==> config.mk <==
export PLATFORM = sky130hd
export DESIGN_NAME = cluster_serializer
export DESIGN_NICKNAME = d
export VERILOG_FILES = /design/src/rtl/cluster_serializer.sv
export SDC_FILE = /design/constraint.sdc
export NUM_CORES = 1
export LEC_CHECK = 0
export ABC_AREA = 1
export BUFFER_PORTS_ARGS = -buffer_cell sky130_fd_sc_hd__buf_2
export CAP_MARGIN = 20
export CORE_MARGIN = 2
export CORE_UTILIZATION = 50
export CTS_CLUSTER_SIZE = 14
export DETAILED_ROUTE_END_ITERATION = 8
export PLACE_DENSITY = 0.82
export SLEW_MARGIN = 20
export SYNTH_ARGS = -nofsm -noshare
export SYNTH_HDL_FRONTEND = slang
export SYNTH_SLANG_ARGS = --single-unit
==> constraint.sdc <==
create_clock -name clock4x -period 4.4 [get_ports clock4x]
set_input_delay 0.22 -clock clock4x [delete_from_list [all_inputs] [get_ports clock4x]]
set_output_delay 0.22 -clock clock4x [all_outputs]
set_load 0.1 [all_outputs]
==> src/rtl/cluster_serializer.sv <==
// Captures eight candidate clusters per load strobe and drains the valid
// ones in slot order through a valid/ready port with SOF/EOF marking.
module cluster_serializer #(
  parameter int MAX_ADR = 1536,
  parameter int OVF_W   = 8
) (
  input  logic             clock4x,
  input  logic             global_reset_n,
  input  logic             load,
  input  logic [10:0]      adr0,
  input  logic [10:0]      adr1,
  input  logic [10:0]      adr2,
  input  logic [10:0]      adr3,
  input  logic [10:0]      adr4,
  input  logic [10:0]      adr5,
  input  logic [10:0]      adr6,
  input  logic [10:0]      adr7,
  input  logic [2:0]       cnt0,
  input  logic [2:0]       cnt1,
  input  logic [2:0]       cnt2,
  input  logic [2:0]       cnt3,
  input  logic [2:0]       cnt4,
  input  logic [2:0]       cnt5,
  input  logic [2:0]       cnt6,
  input  logic [2:0]       cnt7,
  input  logic             out_ready,
  output logic             out_valid,
  output logic [10:0]      out_adr,
  output logic [2:0]       out_cnt,
  output logic             out_sof,
  output logic             out_eof,
  output logic             busy,
  output logic [3:0]       set_ncl,
  output logic             ovf_pulse,
  output logic [OVF_W-1:0] ovf_cnt
);

  localparam logic [10:0] MaxAdr = 11'(MAX_ADR);

  logic [10:0] adr_in [8];
  logic [2:0]  cnt_in [8];
  logic [10:0] adr_q  [8];
  logic [2:0]  cnt_q  [8];

  logic [7:0]       pending_q, pending_d;
  logic             first_q, first_d;
  logic             out_valid_q, out_valid_d;
  logic [10:0]      out_adr_q, out_adr_d;
  logic [2:0]       out_cnt_q, out_cnt_d;
  logic             out_sof_q, out_sof_d;
  logic             out_eof_q, out_eof_d;
  logic [3:0]       set_ncl_q, set_ncl_d;
  logic             ovf_pulse_q, ovf_pulse_d;
  logic [OVF_W-1:0] ovf_cnt_q, ovf_cnt_d;

  logic       accept;
  logic       drop;
  logic       advance;
  logic [7:0] valid_in;
  logic [3:0] ncl;
  logic [2:0] k;

  assign adr_in = '{adr0, adr1, adr2, adr3, adr4, adr5, adr6, adr7};
  assign cnt_in = '{cnt0, cnt1, cnt2, cnt3, cnt4, cnt5, cnt6, cnt7};

  always_comb begin
    accept   = load && (pending_q == 8'd0);
    drop     = load && (pending_q != 8'd0);
    advance  = !out_valid_q || out_ready;
    valid_in = '0;
    ncl      = '0;
    for (int i = 0; i < 8; i++) begin
      valid_in[i] = adr_in[i] < MaxAdr;
      ncl         = ncl + {3'd0, valid_in[i]};
    end
    // Descending scan leaves k at the lowest pending slot
    k = '0;
    for (int i = 7; i >= 0; i--) begin
      if (pending_q[i]) k = 3'(i);
    end
  end

  always_comb begin
    pending_d   = pending_q;
    first_d     = first_q;
    out_valid_d = out_valid_q;
    out_adr_d   = out_adr_q;
    out_cnt_d   = out_cnt_q;
    out_sof_d   = out_sof_q;
    out_eof_d   = out_eof_q;
    set_ncl_d   = set_ncl_q;
    ovf_pulse_d = drop;
    ovf_cnt_d   = ovf_cnt_q;
    if (advance) begin
      if (pending_q != 8'd0) begin
        out_valid_d  = 1'b1;
        out_adr_d    = adr_q[k];
        out_cnt_d    = cnt_q[k];
        out_sof_d    = first_q;
        out_eof_d    = (pending_q & ~(8'd1 << k)) == 8'd0;
        pending_d[k] = 1'b0;
        first_d      = 1'b0;
      end else begin
        out_valid_d = 1'b0;
      end
    end
    if (accept) begin
      pending_d = valid_in;
      first_d   = 1'b1;
      set_ncl_d = ncl;
    end
    if (drop && !(&ovf_cnt_q)) ovf_cnt_d = ovf_cnt_q + 1'b1;
  end

  always_ff @(posedge clock4x or negedge global_reset_n) begin
    if (!global_reset_n) begin
      pending_q   <= '0;
      first_q     <= 1'b0;
      out_valid_q <= 1'b0;
      out_adr_q   <= '0;
      out_cnt_q   <= '0;
      out_sof_q   <= 1'b0;
      out_eof_q   <= 1'b0;
      set_ncl_q   <= '0;
      ovf_pulse_q <= 1'b0;
      ovf_cnt_q   <= '0;
    end else begin
      pending_q   <= pending_d;
      first_q     <= first_d;
      out_valid_q <= out_valid_d;
      out_adr_q   <= out_adr_d;
      out_cnt_q   <= out_cnt_d;
      out_sof_q   <= out_sof_d;
      out_eof_q   <= out_eof_d;
      set_ncl_q   <= set_ncl_d;
      ovf_pulse_q <= ovf_pulse_d;
      ovf_cnt_q   <= ovf_cnt_d;
    end
  end

  // Slot payload needs no reset; pending qualifies it
  always_ff @(posedge clock4x) begin
    if (accept) begin
      for (int i = 0; i < 8; i++) begin
        adr_q[i] <= adr_in[i];
        cnt_q[i] <= cnt_in[i];
      end
    end
  end

  assign out_valid = out_valid_q;
  assign out_adr   = out_adr_q;
  assign out_cnt   = out_cnt_q;
  assign out_sof   = out_sof_q;
  assign out_eof   = out_eof_q;
  assign busy      = pending_q != 8'd0;
  assign set_ncl   = set_ncl_q;
  assign ovf_pulse = ovf_pulse_q;
  assign ovf_cnt   = ovf_cnt_q;

endmodule
==> metrics.txt, run 1 <==
CP Launch Type=input pin; Clk network pwr share=20.8%; synthesis warning total=0; Port-buffer cells=around 150; endpoints failing setup=0; Root Buffer=clkbuf_16; TritonCTS clock tree=done; register area share after synthesis=65.0%; Avg WL per Cell=~19 um; Setup TNS=0 ns; initial antenna violation count=1; CTS max path bufs=2; #FFs+latches synth=151; largest area contributor in the netlist=edfxtp_1; Worst EP arrival=roughly 3.6 ns; # clock sinks=between 150 and 200; R2R setup slack=approximately 1.4 ns; synthesized area=6680 um^2; Final ANT Viol Nets=0; post-CTS resize count=0; Tmin final=3.21 ns; synth cell count leaders=112 x edfxtp_1, 97 x nand2_1, 94 x nand3_1, 51 x inv_1, 47 x nor2_1; CP required=4.74 ns; Nets=roughly 970; Synthesized Nets=approximately 720; final hold viol count=0; max_cap viols=0; Pwr Total=slightly above 7000 uW; layout cells sized above 1=26.0%; worst min-delay path class=in2reg; vias in the first global route=between 5,000 and 6,000; fin util=between 70% and 80%; sw frac=between 40 and 50%; largest net degree at the start of global routing=just under 70; final wirelength=20.0 mm; Syn Area/Cell=around 11 um^2; Pins Over Slew Limit=0; CTS Buf Count=17; crit path to=set_ncl[2]$_DFFE_PN0P_; DRT iter0 DRCs=roughly 550; Max Fclk=slightly above 300 MHz; Total Routing Usage GR=approximately 29%; ys flop type=edfxtp_1; Slew @ Worst Pin=roughly 1.0 ns; clk_lat worst skew=0.44 ns; Starting Density=~50%; crit path capture type=register; worst r2r dst=adr_q[1][8]$_DFFE_PP_; global route total overflow=0; Cell Rows=42; combinational power share=49.8%; unrepaired setup endpoints after global routing=false; hold_ws=roughly 0.079 ns; worst setup path class=in2reg; Yosys cell types=32; critical path peak fanout=3; path depth of the worst reg2reg path=6; largest cells by area after synthesis=edfxtp_1 50%, dfrtp_1 15%, nand3_1 7.0%; Psw=approximately 3600 uW; postcts setup bufs=0; status=finished clean; Critical R2R Launch=pending_q[6]$_DFFE_PN0P_; crit path launch=adr3[10]; Die X=120 um; quantity of hold-fixing buffers added after cts=approximately 110; RePlAce Congestion=about 0.82; Post-synth EDFFs=between 100 and 150; asr flop ratio synth=25.8%; Die ar.=roughly 14,000 um^2; CORE AREA=~13,000 um^2; Area Overhead vs Synth=37.7%; Synth top area share=between 50 and 60%; Lkg Pwr=between 0.003 and 0.004 uW; period utilisation layout=between 70% and 80%; CTS H-tree depth=4; TritonRoute pass-1 iters=5; Mapped Cells=slightly below 600; vias per cell=5.63; Hold Path Cell Cnt=3; DR DRC count=0; internal power=about 3600 uW; clk_skew=between 0.01 and 0.015 ns; Die H=approximately 120 um; global-route wire length before repair=between 30 and 40 mm; Final HPWL DP=11.0 mm; Power per Cell Area=~790 nW/um^2; io pins=~150; Clock Pin Slew Worst Setup and Hold Paths=around 0.06 ns; most numerous cell in the Yosys netlist=edfxtp_1; VDD IR max=0.000437 V; Seq pwr share=~29%; routed vias=~5,800; slew margin rel.=roughly a third
## state kept, by name, summed over array words and instances (netlist names), 3 cells and up
register / count
set_ncl: 4
ovf_cnt: 8
adr_q: 88
pending_q: 8
out_adr: 11
cnt_q: 24
out_cnt: 3
## cells in the final DEF (no fill, tap or decap), types with 4 or more instances in the layout
cell	n
o21ai_0	8
edfxtp_1	112
clkbuf_16	17
inv_1	50
ha_1	4
buf_2	146
dlygate4sd3_1	113
fa_1	4
nor2_4	4
nor2_1	47
xor2_1	4
nand3_1	94
inv_2	5
buf_4	4
xnor2_1	4
nand2_2	10
clkinv_4	4
o21ai_1	4
nand2_1	96
nor3_2	14
nand4_1	43
dfrtp_1	39
## power by group through the flow
stage / clock, uW / sequential, uW / combinational [uW]
2_1_floorplan: 0 / 2990 / 1940
3_3_place_gp: 0 / 2120 / 3280
3_5_place_dp: 0 / 2140 / 3380
4_1_cts: 1500 / 2120 / 3470
5_1_grt: 1570 / 2150 / 3810
6_report: 1500 / 2120 / 3600
## layout make-up
class	count	area, um^2
well taps	176	220
multi-input cells	353	1930
repair buffers	263	1890
inverters	56	213
fillers	858	3940
clock buffers	17	425
clock inverters	15	178
diodes	1	2.50
flip-flops and latches	151	4340
## critical path: stages
cell	delay, ns
dlygate4sd3_1	0.54
buf_2	0.13
nand2_1	0.11
fa_1	0.55
inv_1	0.06
fa_1	0.56
fa_1	0.41
inv_1	0.06
ha_1	0.16
inv_1	0.06
fa_1	0.37
xor2_1	0.15
o21ai_0	0.16
## per-stage QoR
step,cell area [um^2],worst slack [ns],cells
2_1_floorplan,6680,0.654,591
3_3_place_gp,7460,1.38,886
3_5_place_dp,7460,1.32,886
4_1_cts,9190,1.22,1030
5_1_grt,9200,1.07,1032
6_report,9200,1.19,1032
## cells by family (layout without fill, tap and decap cells)
| family | Yosys count | count (layout) | synth area share, % |
|---|---|---|---|
| DFF | 151 | 151 | 65.0 |
| adders and majority gates | 8 | 8 | 1.95 |
| xor gates and xnor gates | 8 | 8 | 1.05 |
| and+or+nand+nor | 313 | 313 | 23.3 |
| buffers and inverters | 87 | 351 | 6.16 |
| AOI/OAI and AO/OA | 23 | 23 | 2.36 |
| muxes | 1 | 1 | 0.169 |
| other | 0 | 1 | 0 |
## how the worst min path moves through the flow
stage | start | endpoint
6_report | load | ovf_pulse$_DFF_PN0_
3_5_place_dp | global_reset_n | ovf_cnt[7]$_DFFE_PN0P_
5_1_grt | load | ovf_pulse$_DFF_PN0_
4_1_cts | adr7[9] | adr_q[7][9]$_DFFE_PP_
3_3_place_gp | global_reset_n | out_adr[2]$_DFFE_PN0P_
2_1_floorplan | global_reset_n | first_q$_DFFE_PN0P_
## routing by layer
layer | part of all wire (%) | wire [um] | up-vias | global-route usage [%]
li1 | - | - | 2563 | -
met1 | 37 | 7480 | 2762 | 35.8
met2 | 48 | 9660 | 415 | 46.4
met3 | 10 | 2020 | 74 | 7.41
met4 | 4.0 | 797 | 0 | 14.3
met5 | 0 | 0 | - | 0
(Power assumes the default switching activity.)
==> run 2: changes to the inputs <==
- CORE_UTILIZATION: 50 -> 49
- PLACE_DENSITY: 0.82 -> 0.84
- clock period: 4.4 -> 2.8 ns (I/O delays scaled with it)
==> run 2 against run 1 <==
  * Combinational power increased by 64%
  * Power grew 58%
  * Register-to-register slack worse by 1.0 ns
  * First-iteration DRC count grew 31%
  * Sequential cell count is the same
  * Clock power increased by 47%
  * Sequential share of layout area shrank 0.15 points
  * Sequential power increased by 57%
  * Clock skew down 0.0049 ns
  * Worst hold slack got worse by 0.050 ns
  * Routed wire length increased by 1.8%
  * Global-route usage rose by 0.62 points
==> metrics.txt, run 2 (synthesized netlist as in run 1, its figures left out) <==
layout cells sized above 1=26.7% (+0.75 points); crit-path cells=buf_2, nand2_1, fa_1, inv_1, fa_1, fa_1, inv_1, ha_1, inv_1, fa_1, xor2_1, o21ai_0; Area Overhead vs Synth=38.2%; global-route wire length before repair=31.7 mm (+3.0%); Final HPWL DP=10.8 mm (-1.7%); Pins Over Slew Limit=0 (unchanged); period utilisation layout=roughly 94%; layout filler cell count=880 (+2.6%); DRT iter0 DRCs=724 (+31%); R2R setup slack=0.38 ns (-1.04 ns); CP max stage cell=fa_1; final hold viol count=0 (unchanged); DR DRC count=0 (unchanged); CTS H-tree depth=4 (unchanged); crit path capture type=register; Port-buffer cells=146 (unchanged); Max Fclk=378 MHz; Die X=121 um (+0.98%); CP Launch Type=input pin; Cell Rows=42 (unchanged); critical path peak fanout=2 (-1); CTS max path bufs=2 (unchanged); pre-CTS WS=-0.258 ns (-1.58 ns); Worst EP arrival=2.98 ns (-0.57 ns); TritonCTS clock tree=done; crit-path most repeated cell=fa_1; clk_lat worst skew=0.42 ns (-0.02 ns); most frequent cells in the layout=146 x buf_2, 112 x edfxtp_1, 111 x dlygate4sd3_1; Die ar.=14,600 um^2 (+2.0%); Total Routing Usage GR=29.2% (+0.62 points); endpoints failing setup=0 (unchanged); CTS Buf Count=17 (unchanged); worst min-delay path class=in2reg; Clock Pin Slew Worst Setup and Hold Paths=0.06 ns (about the same); Power per Cell Area=1240 nW/um^2 (+58%); CORE AREA=13,300 um^2 (+1.2%); io pins=147 (unchanged); initial antenna violation count=0 (-1); final wirelength=20.3 mm (+1.8%); area of the multi-input gates=1940 um^2 (+0.65%); max incr delay on CP=0.61 ns (+0.05 ns); clk_skew=0.00557 ns (-0.00494 ns); Hold Path Cell Cnt=2 (-1); # clock sinks=151 (unchanged); vias in the first global route=5,943 (+2.6%); Starting Density=50.2% (-0.60 points); max_cap viols=0 (unchanged); final worst setup slack=0.158 ns (-1.03 ns); TritonRoute pass-1 iters=5 (unchanged); unrepaired setup endpoints after global routing=false; worst r2r dst=out_cnt[1]$_DFFE_PN0P_; Hold EP=adr_q[3][9]$_DFFE_PP_; worst setup path class=in2reg; Final ANT Viol Nets=0 (unchanged); largest net degree at the start of global routing=71 (+2.9%); path depth of the worst reg2reg path=12 (+6); post-CTS resize count=0 (unchanged); VDD IR max=0.000660 V (+51%); Avg WL per Cell=19.6 um (+1.3%); Nets=973 (+0.72%); vias per cell=5.66 (+0.49%); routed vias=5,871 (+0.98%); CP required=3.14 ns (-1.60 ns); max reg flops=88 (unchanged); Largest delay share family, worst path=adder cells; status=finished clean; Lkg Pwr=0.00396 uW (+0.37%); Critical R2R Launch=pending_q[5]$_DFFE_PN0P_; Biggest register=adr_q; Slew @ Worst Pin=0.917 ns (-0.109 ns); global route total overflow=0 (unchanged); fin util=69.4% (-0.60 points); origin of the worst min-delay path=adr3[9]; critical path buffer and inverter count=4 (-1); Sequential Area=4340 um^2 (unchanged); slew margin rel.=38.8% (+7.4 points); Tmin final=around 2.6 ns; RePlAce Congestion=0.878 (+6.4%); Die H=121 um (+0.98%); most common cell after layout, fill and taps aside=buf_2; Root Buffer=clkbuf_16; diodes inserted=0 (-1)
-- run 2: worst max path at each step --
stage | startpoint | slack, ns | depth (start not counted) | endpoint
after floorplan | pending_q[5]$_DFFE_PN0P_ | 0.01 | 5 | adr_q[0][0]$_DFFE_PP_
after global placement | adr3[10] | -0.16 | 12 | set_ncl[2]$_DFFE_PN0P_
after detailed placement | adr3[10] | -0.26 | 12 | set_ncl[2]$_DFFE_PN0P_
after CTS | adr3[10] | 0.19 | 12 | set_ncl[2]$_DFFE_PN0P_
after global routing | adr3[10] | 0.03 | 12 | set_ncl[2]$_DFFE_PN0P_
final | adr3[10] | 0.16 | 12 | set_ncl[2]$_DFFE_PN0P_
-- run 2: report_power, final --
part | leakage (uW) | total [uW] | switching [uW] | internal, uW
Sequential | 0.00151 | 3330 | 283 | 3050
Clock | 0.000259 | 2210 | 905 | 1300
Combinational | 0.00219 | 5900 | 4520 | 1380
-- run 2: what timing repair did --
item	4_1_cts	5_1_grt
hold buffers	111	0
buffers inserted	0	0
endpoints found under the hold margin	149	0
-- run 2: layout make-up --
class / count / area share [%]
well taps: 176 / 2.39
clock inverters: 12 / 1.40
flip-flops and latches: 151 / 47.0
repair buffers: 270 / 21.1
inverters: 56 / 2.32
multi-input cells: 353 / 21.1
clock buffers: 19 / 4.69
-- run 2: layer usage --
layer | track usage, % | wire (um) | vias up
met5 | 0 | 0 | -
met2 | 49.6 | 10200 | 450
met1 | 35.6 | 7170 | 2768
li1 | - | - | 2567
met3 | 5.61 | 2030 | 86
met4 | 14.8 | 926 | 0
-- run 2: per-stage QoR --
step	TNS, ns	cell area [um^2]	std cells	hold slack [ns]	total power, uW
2_1_floorplan	0	6700	591	-0.156	7750
3_3_place_gp	-0.259	7560	895	0.317	8710
3_5_place_dp	-0.433	7560	895	0.318	8820
4_1_cts	0	9230	1037	0.00854	11200
5_1_grt	0	9230	1037	0.0249	12000
6_report	0	9230	1037	0.0287	11400
==> run 3: changes to the inputs <==
- CORE_UTILIZATION: 49 -> 50
- GPL_TIMING_DRIVEN: unset -> 0
- PLACE_DENSITY: 0.84 -> 0.82
- clock period: 2.8 -> 2.61 ns (I/O delays scaled with it)
==> run 3 against run 2 <==
  * Global-route usage grew 1.2 points
  * Critical path type unchanged
  * Clock skew rose by 0.0091 ns
  * Sequential cell count is the same
  * First-iteration DRC count decreased by 7.2%
  * Largest cell class unchanged
  * Critical endpoint is now set_ncl[1]$_DFFE_PN0P_
  * Combinational power is 14% higher
==> metrics.txt, run 3 (synthesized netlist as in run 1, its figures left out) <==
final wirelength=21.0 mm (+3.5%); global-route wire length before repair=32.4 mm (+2.5%); Hold Path Cell Cnt=4 (+2); crit path capture type=register; unrepaired setup endpoints after global routing=false; critical path peak fanout=2 (unchanged); CTS H-tree depth=4 (unchanged); final worst setup slack=0.164 ns (+0.00604 ns); max incr delay on CP=0.56 ns (-0.05 ns); CTS Buf Count=17 (unchanged); initial antenna violation count=1 (+1); worst setup path class=in2reg; slew margin rel.=37.7% (-1.1 points); Largest delay share family, worst path=adder cells; CP Launch Type=input pin; period utilisation layout=between 90% and 100%; Cell Rows=42 (unchanged); DR DRC count=0 (unchanged); Die X=120 um (-0.97%); CP required=2.93 ns (-0.21 ns); Total Routing Usage GR=30.5% (+1.2 points); Nets=998 (+2.6%); Starting Density=50.8% (+0.60 points); Final HPWL DP=12.0 mm (+11%); clk_lat worst skew=0.44 ns (+0.02 ns); Area Overhead vs Synth=41.8%; most frequent cells in the layout=163 x buf_2, 115 x dlygate4sd3_1, 112 x edfxtp_1; Biggest register=adr_q; Die ar.=14,300 um^2 (-1.9%); Root Buffer=clkbuf_16; RePlAce Congestion=0.872 (-0.65%); status=finished clean; endpoints failing setup=0 (unchanged); most common cell after layout, fill and taps aside=buf_2; routed vias=5,926 (+0.94%); postcts setup bufs=0 (unchanged); layout filler cell count=839 (-4.7%); final hold viol count=0 (unchanged); Slew @ Worst Pin=0.935 ns (+0.0172 ns); Pins Over Slew Limit=0 (unchanged); vias per cell=5.57 (-1.5%); VDD IR max=0.000701 V (+6.2%); vias in the first global route=6,228 (+4.8%); pre-CTS WS=-0.233 ns (+0.0247 ns); io pins=147 (unchanged); CTS max path bufs=2 (unchanged); Setup TNS=0 ns (unchanged); Worst EP arrival=2.76 ns (-0.22 ns); crit-path cells=buf_2, nand2_1, fa_1, inv_1, fa_1, fa_1, inv_1, ha_1, inv_1, fa_2, o21ai_1; Final ANT Viol Nets=0 (unchanged); Tmin final=roughly 2.4 ns; Port-buffer cells=146 (unchanged); clk_skew=0.0147 ns (+0.00911 ns); Hold EP=pending_q[3]$_DFFE_PN0P_; max reg flops=88 (unchanged); largest net degree at the start of global routing=40 (-44%); CP max stage cell=fa_1; TritonCTS clock tree=done; DRT iter0 DRCs=672 (-7.2%); layout cells sized above 1=28.2% (+1.5 points); Clock Pin Slew Worst Setup and Hold Paths=0.06 ns (about the same); Lkg Pwr=0.00409 uW (+3.4%); Critical R2R Launch=pending_q[6]$_DFFE_PN0P_; max_cap viols=0 (unchanged); worst r2r dst=cnt_q[0][2]$_DFFE_PP_; Die H=120 um (-0.97%); R2R setup slack=0.24 ns (-0.14 ns); CORE AREA=13,100 um^2 (-1.2%); worst min-delay path class=in2reg; TritonRoute pass-1 iters=6 (+1); critical path buffer and inverter count=4 (unchanged); Avg WL per Cell=19.8 um (+0.99%); path depth of the worst reg2reg path=7 (-5); global route total overflow=0 (unchanged); Power per Cell Area=1350 nW/um^2 (+9.3%); Max Fclk=between 400 and 500 MHz; origin of the worst min-delay path=adr3[9]; # clock sinks=151 (unchanged)
run 3: cell type report:
type	count	area (um^2)	area share (%)
flip-flops and latches	151	4340	45.8
repair buffers	264	1950	20.6
multi-input cells	353	1950	20.5
clock buffers	19	443	4.68
well taps	176	220	2.33
inverters	56	214	2.26
plain buffers	31	201	2.13
clock inverters	12	153	1.61
diodes	1	2.50	0.0264
run 3: worst register-to-register path, stage by stage, from the launching register on:
cell and delay (ns):
dfrtp_1 0.41, nor2_1 0.26, nand2_2 0.10, nor2_4 0.21, nand2_4 0.11, clkinvlp_4 0.44
buf_16 0.26, buf_12 0.25
run 3: what timing repair did:
action | CTS | global route
gates resized for setup | 0 | 1
setup endpoints to repair | 0 | 1
hold buffers | 115 | 0
endpoints found under the hold margin | 153 | 0
run 3: report_power, final:
part / internal, uW / switching (uW)
combinational: 1750 / 4980
clock: 1520 / 1000
sequential: 3270 / 307
run 3: stage by stage:
| stage | hold WS [ns] | std cells | power (uW) | utilization (%) | area (um^2) |
|---|---|---|---|---|---|
| 6_report | 0.103 | 1063 | 12800 | 72.1 | 9470 |
| 3_3_place_gp | 0.308 | 913 | 9690 | 58.2 | 7650 |
| 3_5_place_dp | 0.309 | 916 | 9870 | 58.8 | 7720 |
| 5_1_grt | 0.149 | 1063 | 13400 | 72.1 | 9470 |
| 4_1_cts | 0.0838 | 1062 | 12500 | 72.0 | 9470 |
| 2_1_floorplan | -0.165 | 591 | 8320 | - | 6700 |
run 3: metal layers:
layer	wire (um)	track usage [%]
met3	1940	7.41
met5	0	0
met2	10300	51.1
met1	7690	36.0
met4	1110	17.1
run 3: worst max path at each step:
| stage | startpoint | to | slack [ns] | cells past startpoint |
|---|---|---|---|---|
| 2_1_floorplan | pending_q[5]$_DFFE_PN0P_ | adr_q[0][0]$_DFFE_PP_ | -0.17 | 5 |
| 3_3_place_gp | pending_q[2]$_DFFE_PN0P_ | cnt_q[7][2]$_DFFE_PP_ | -0.90 | 5 |
| 3_5_place_dp | adr1[10] | set_ncl[2]$_DFFE_PN0P_ | -0.23 | 12 |
| 4_1_cts | adr5[10] | set_ncl[2]$_DFFE_PN0P_ | 0.11 | 12 |
| 5_1_grt | adr1[10] | set_ncl[2]$_DFFE_PN0P_ | 0.007 | 12 |
| 6_report | adr1[10] | set_ncl[1]$_DFFE_PN0P_ | 0.16 | 11 |
